### config.mk
export PLATFORM = sky130hd
export DESIGN_NAME = clock_ratio_detector
export DESIGN_NICKNAME = d
export VERILOG_FILES = /design/src/rtl/clock_ratio_detector.sv
export SDC_FILE = /design/constraint.sdc
export NUM_CORES = 1
export LEC_CHECK = 0
export BUFFER_PORTS_ARGS = -buffer_cell sky130_fd_sc_hd__buf_4
export CAP_MARGIN = 30
export CORE_ASPECT_RATIO = 1.25
export CORE_MARGIN = 4
export CORE_UTILIZATION = 30
export DETAILED_ROUTE_END_ITERATION = 10
export PLACE_DENSITY = 0.6
export SLEW_MARGIN = 10
export SYNTH_ARGS = -nofsm -noshare
export SYNTH_HDL_FRONTEND = slang
export SYNTH_SLANG_ARGS = --single-unit
### constraint.sdc
create_clock -name clk_in -period 1.9 [get_ports clk_in]
set_clock_uncertainty 0.05 [all_clocks]
set_input_delay 0.095 -clock clk_in [delete_from_list [all_inputs] [get_ports clk_in]]
set_output_delay 0.095 -clock clk_in [all_outputs]
set_load 0.05 [all_outputs]
### src/rtl/clock_ratio_detector.sv
// Measures the period of a slow level signal in clk_in cycles, declares lock after
// LOCK_CNT identical periods and pulses timeout on loss of activity. Define
// CLOCK_RATIO_DUTY_MEAS_EN to also measure high time and require it for lock.
module clock_ratio_detector #(
    parameter int unsigned CNT_W    = 16,
    parameter int unsigned LOCK_CNT = 4,
    parameter int unsigned TIMEOUT  = 1000
) (
    input  logic             clk_in,
    input  logic             rst,
    input  logic             sig_in,
    output logic [CNT_W-1:0] period_out,
    output logic             period_valid,
    output logic             locked,
    output logic             timeout,
    output logic [CNT_W-1:0] high_out
);

    localparam logic [CNT_W-1:0] TimeoutVal = CNT_W'(TIMEOUT);
    localparam logic [7:0]       LockVal    = 8'(LOCK_CNT);

    typedef enum logic [1:0] {StSeek, StMeasure, StLocked} state_t;

    state_t           state;
    logic             s1, s2, s3;
    logic [CNT_W-1:0] cnt;
    logic [7:0]       match_cnt;
    logic             rise;
    logic             at_limit;
    logic             same;
    logic [7:0]       match_next;

`ifdef CLOCK_RATIO_DUTY_MEAS_EN
    logic [CNT_W-1:0] hcnt;
    logic [CNT_W-1:0] high_q;

    assign high_out = high_q;
    assign same     = (cnt == period_out) && (hcnt == high_q);
`else
    assign high_out = '0;
    assign same     = (cnt == period_out);
`endif

    assign rise       = s2 & ~s3;
    assign at_limit   = (cnt == TimeoutVal);
    // period_out is 0 after reset/timeout, so the first capture can never match.
    assign match_next = same ? match_cnt + 8'd1 : 8'd1;

    always_ff @(posedge clk_in) begin
        if (!rst) begin
            s1           <= 1'b0;
            s2           <= 1'b0;
            s3           <= 1'b0;
            state        <= StSeek;
            cnt          <= '0;
            match_cnt    <= '0;
            period_out   <= '0;
            period_valid <= 1'b0;
            locked       <= 1'b0;
            timeout      <= 1'b0;
`ifdef CLOCK_RATIO_DUTY_MEAS_EN
            hcnt         <= '0;
            high_q       <= '0;
`endif
        end else begin
            s1           <= sig_in;
            s2           <= s1;
            s3           <= s2;
            period_valid <= 1'b0;
            timeout      <= 1'b0;

            if (rise) begin
                cnt <= CNT_W'(1);
            end else if (!at_limit) begin
                cnt <= cnt + CNT_W'(1);
            end

`ifdef CLOCK_RATIO_DUTY_MEAS_EN
            if (rise) begin
                hcnt <= CNT_W'(1);
            end else if (s2 && (hcnt != '1)) begin
                hcnt <= hcnt + CNT_W'(1);
            end
`endif

            case (state)
                StSeek: begin
                    if (rise) state <= StMeasure;
                end
                StMeasure, StLocked: begin
                    if (rise) begin
                        period_out   <= cnt;
                        period_valid <= 1'b1;
`ifdef CLOCK_RATIO_DUTY_MEAS_EN
                        high_q       <= hcnt;
`endif
                        if (state == StMeasure) begin
                            match_cnt <= match_next;
                            if (match_next == LockVal) begin
                                state  <= StLocked;
                                locked <= 1'b1;
                            end
                        end else if (!same) begin
                            locked    <= 1'b0;
                            match_cnt <= 8'd1;
                            state     <= StMeasure;
                        end
                    end else if (at_limit) begin
                        // Rise has priority above, so a period of exactly TIMEOUT is kept.
                        timeout    <= 1'b1;
                        locked     <= 1'b0;
                        period_out <= '0;
                        match_cnt  <= '0;
                        state      <= StSeek;
`ifdef CLOCK_RATIO_DUTY_MEAS_EN
                        high_q     <= '0;
`endif
                    end
                end
                default: state <= StSeek;
            endcase
        end
    end

endmodule

Word-level counts from Yosys, hierarchy flattened. Index checks and enable logic that the tools add are counted.

Flip-flop bits (word level): 48. Bits of input ports: 3. Output and inout bits: 35. Logic and storage cells: 62.

$add $sub $neg: 2. Eq/ne operators: 12. Multiplexer cells: 23. Bitwise gates (word level): 4. Reduce and logical (&&, ||, !) cells: 10.

Operators with widths (count): two-way mux 8 bit (5); two-way mux 16 bit (2); adder 16 x 1 -> 16 bit, second input constant (1); equality test 16 x 10 -> 1 bit, second input constant (1); equality test 16 bit (1); two-way mux 2 bit (6); two-way mux 1 bit (9); adder 8 x 1 -> 8 bit, second input constant (1); equality test 8 x 3 -> 1 bit, second input constant (1); inequality test 4 bit, second input constant (2); AND reduction 4 bit (2); inequality test 3 x 2 -> 1 bit, second input constant (2); inequality test 2 bit, second input constant (2); one-hot mux 2 bit (2 select lines) (1); AND reduction 2 bit (2); OR reduction 2 bit (2); inequality test 3 bit, second input constant (1); NOT 1 bit (3); AND reduction 3 bit (1); OR reduction 3 bit (1); equality test 2 x 1 -> 1 bit, second input constant (1); equality test 2 bit, second input constant (1); zero test 2 bit (1); nonzero test 2 bit (1); AND 1 bit (1).

Longest topological paths before layout.
Depth in word-level cells: 7. Mapped depth: 8. Gate-level depth less buffers: 8.

Least setup slack after synthesis. No wires, ideal clock.

Path type: register to register. Start: register period_out[10]. End: register state[0]. Setup time: 72 ps. Data arrival time: 2115 ps. Data required time: 1778 ps. Slack: -337 ps. Stages on the path, launching flop included: 7. Buffers on the path: 0. Clock period less this slack: 2237 ps. Path through: dfxtp_1 > xnor2_4 > nand4_2 > nor4_4 > o2111ai_2 > o31ai_2 > mux2i_1.

Longest elaborated chain between the ends: 5. Elaborated cells between the ends (all ways): 6. Those cells by class: eq/ne (4); mux (1); reduce/logical (1).

Ends and longest elaborated chain: start: declaration (RTL line 12) `output logic [CNT_W-1:0] period_out,`; start signal: assignment (RTL line 92) `period_out <= cnt;`; equality test 16 bit * (RTL line 41) `assign same = (cnt == period_out);`; two-way mux 8 bit (RTL line 47) `assign match_next = same ? match_cnt + 8'd1 : 8'd1;`; equality test 8 x 3 -> 1 bit (RTL line 99) `if (match_next == LockVal) begin`; inequality test 4 bit (no line); AND reduction 4 bit (no line) *; end signal: assignment (RTL line 54) `state <= StSeek;`; end signal: assignment (RTL line 100) `state <= StLocked;`; end signal: assignment (RTL line 106) `state <= StMeasure;`; end: declaration (RTL line 24) `state_t state;`.

Mark *: on every way between the ends. The rest lies on a longest branch, timed or not. A chain may end at the register's enable or synchronous reset.

Final worst setup path.
Start: register period_out[4]. End: register state[1].

The elaborated chain is that of the path after synthesis.

==> reports/qor.txt <==
status: finished with violations
failing checks: setup timing
via count: 2120
setup ws final: -34.8 ps
Top-Level Pins: 38
area of the multi-input gates: 1470 sq um
largest net degree at the start of global routing: 18
drc violations: 0
GP Congestion: 0.888
Die X: 90.1 um
Crit Path Max Fanout: 3
Layout Nets: 341
hold depth: 2
Post-Place Worst Slack: -88.6 ps
post-synthesis mux area share: 0.00396
pwr dens: 675 nW/um^2
DRT Wirelength: 5.89 mm
CTS root buf: clkbuf_8
CP Capture Type: flop
synth-to-layout area growth: 30.5%
Post-DRT Antenna Nets: 0
final non-filler cell total: 429
Starting Density: 0.307
HPWL after detailed placement: 4.41 mm
input/output buffers: 21
remaining global-route overflow: 0
Clk Latency, worst-skew pair: 310 ps
DIE AREA: 9970 sq um
Pleak: 1.32 nW
Worst EP arrival: 2130 ps
clock tree buffer depth: 2
Sw Ratio: 0.288
crit-path cells: xnor2_2 -> nand4_1 -> nor4_4 -> o2111ai_2 -> buf_4 -> nor3_2 -> o211a_1
delay of the slowest critical-path stage: 400 ps
worst setup path category: flop to flop
Synth Area in Compound Gates: 0.149
Setup violations, final: 2
Core ar.: 8240 sq um
CP max-delay cell: nor4_4
FF+latch count, synth: 48
Sequential Power Share: 0.460
drt initial violations: 107
Synth Instances: 268
CTS Buf Count: 5
total power: 2.23 mW
CP required: 2100 ps
Synth async-reset ratio: 0
part of the power in the clock network: 0.338
number of global-route vias before repair: 2091
combinational family with the most area after synthesis: simple AND/OR/NAND/NOR gates
kind of start point of the critical path: flop
Die Ht: 111 um
TritonCTS clock tree: yes
1st-pass router iterations: 4
register area share after synthesis: 0.380
max-cap violations: 0
Synth Area in Simple Gates: 0.216
Peak VDD IR: 0.421 mV
gr usage total: 0.121
crit path time final: 1930 ps
prevailing post-synth register cell: dfxtp_1
Final Core Density: 0.400
initial antenna violation count: 0
post-synth cell types: 51
Combinational Power Share: 0.202
synthesized area: 2530 sq um
CTS clock-pin slew for the worst setup and hold paths: 100 ps
placed cells: 412
Fin. Hold Viols: 0
FF+latch area: 1020 sq um
WL per Instance: 13.7 um
RSZ-0062 raised after global routing: yes
ANT cells: 0
final hold slack: 44.3 ps
r2r setup slk: -30 ps
Clock Sink Count: 48
first-pass GRT wire length: 9.89 mm
number of synthesized flops with an enable pin: 0
Max Slew Vio Count: 0
Synthesis Warnings: 0
fmax: 0.517 GHz
Synth Area in XOR/XNOR: 0.124
vias per inst: 4.94
R2R depth: 7
Worst Hold Class: primary input to flop
H-tree lvl count: 2
Int Power: 1.59 mW
Fill cells: 823
Switching Power: 0.641 mW
Synth Area in Adders: 0.0347
Rows: 37
Syn Area/Cell: 9.43 sq um
fin crit share: 1.02
share of cells above drive strength 1: 0.389
-- layer usage --
layer | track usage | up-vias | routed length [um]
met3 | 0.0252 | 15 | 246
met5 | 0 | - | 0
met2 | 0.214 | 51 | 2990
met4 | 0.0531 | 0 | 166
met1 | 0.139 | 1017 | 2480
li1 | - | 1037 | -
-- state kept, by name, indices dropped and copies added (netlist names) --
register / flops
cnt: 16
period_out: 16
match_cnt: 8
state: 2
locked: 1
period_valid: 1
s1: 1
s2: 1
s3: 1
timeout: 1
-- kinds of logic (layout without fill, tap and decap cells) --
logic type / after synthesis / count (layout)
mux: 1 / 1
xor+xnor: 31 / 31
buf+inv: 36 / 85
compound gates: 47 / 47
other cells: 1 / 16
flops: 48 / 48
simple gates: 97 / 97
fa+ha+maj: 7 / 7
-- stage by stage --
stage          area (sq um)  setup TNS [ps]
6_report               3300           -63.8
4_1_cts                3230           -49.5
3_3_place_gp           3030           -93.1
5_1_grt                3300           -1210
2_1_floorplan          2630           -32.6
3_5_place_dp           3030            -217
-- placed cells by master (no fill, tap or decap), drive strengths merged, types with 2 or more instances in the layout --
cell type / count
a211oi: 2
a21oi: 7
a22o: 17
a31oi: 8
and2: 7
and3: 5
buf: 69
clkbuf: 5
conb: 16
dfxtp: 48
ha: 7
inv: 7
nand2: 18
nand2b: 2
nand3: 17
nand4: 8
nor2: 24
nor3: 6
nor4: 2
o21ai: 3
or3: 2
xnor2: 22
xor2: 9
-- cells in the mapped netlist (all sizes together), types with 3 or more instances --
cell type,instances,area [sq um]
nand4,8,71.3
inv,7,26.3
dfxtp,48,961
a31oi,8,50.1
a21oi,7,46.3
o21ai,3,15.0
ha,7,87.6
nor2,24,90.1
xor2,9,78.8
a22o,17,150
and2,7,46.3
xnor2,22,234
nand2,18,67.6
nand3,17,85.1
clkbuf,6,22.5
and3,5,32.5
buf,23,180
nor3,6,30.0
-- timing repair --
item / 4_1_cts / 5_1_grt
buffers inserted: 4 / 4
hold buffers: 1 / 0
endpoints found under the setup margin: 5 / 22
hold endpoints to repair: 1 / 0
pin swaps: 8 / 5
gates resized for setup: 15 / 8
-- power groups by stage --
stage	Clock, mW	Combinational, mW	Sequential (mW)
6_report	0.753	0.449	1.03
5_1_grt	0.805	0.485	1.03
4_1_cts	0.773	0.411	1.03
3_5_place_dp	0	0.400	1.05
3_3_place_gp	0	0.398	1.05
2_1_floorplan	0	0.292	1.05
-- final timing paths --
kind / start / end
worst max-delay path: period_out[4]$_SDFFE_PN0P_ / state[1]$_SDFFE_PN0P_
worst min-delay path: rst / s1$_SDFF_PN0_
worst max register to register: period_out[4]$_SDFFE_PN0P_ / state[1]$_SDFFE_PN0P_
worst min register to register: s1$_SDFF_PN0_ / s2$_SDFF_PN0_
-- critical path: cells and delay by family (launching register included) --
kind                      cells  cell delay [ps]
and+or+nand+nor               3              750
AOI/OAI and AO/OA             2              370
DFF                           1              360
buffers and inverters         1              200
xor gates and xnor gates      1              140
-- final cells by class --
type | count | share of cell area
multi-input cells | 199 | 0.445
inverters | 7 | 0.00797
well taps | 97 | 0.0368
clock inverters | 3 | 0.0129
repair buffers | 70 | 0.169
clock buffers | 5 | 0.0209
flip-flops and latches | 48 | 0.308
(Power assumes the default switching activity.)
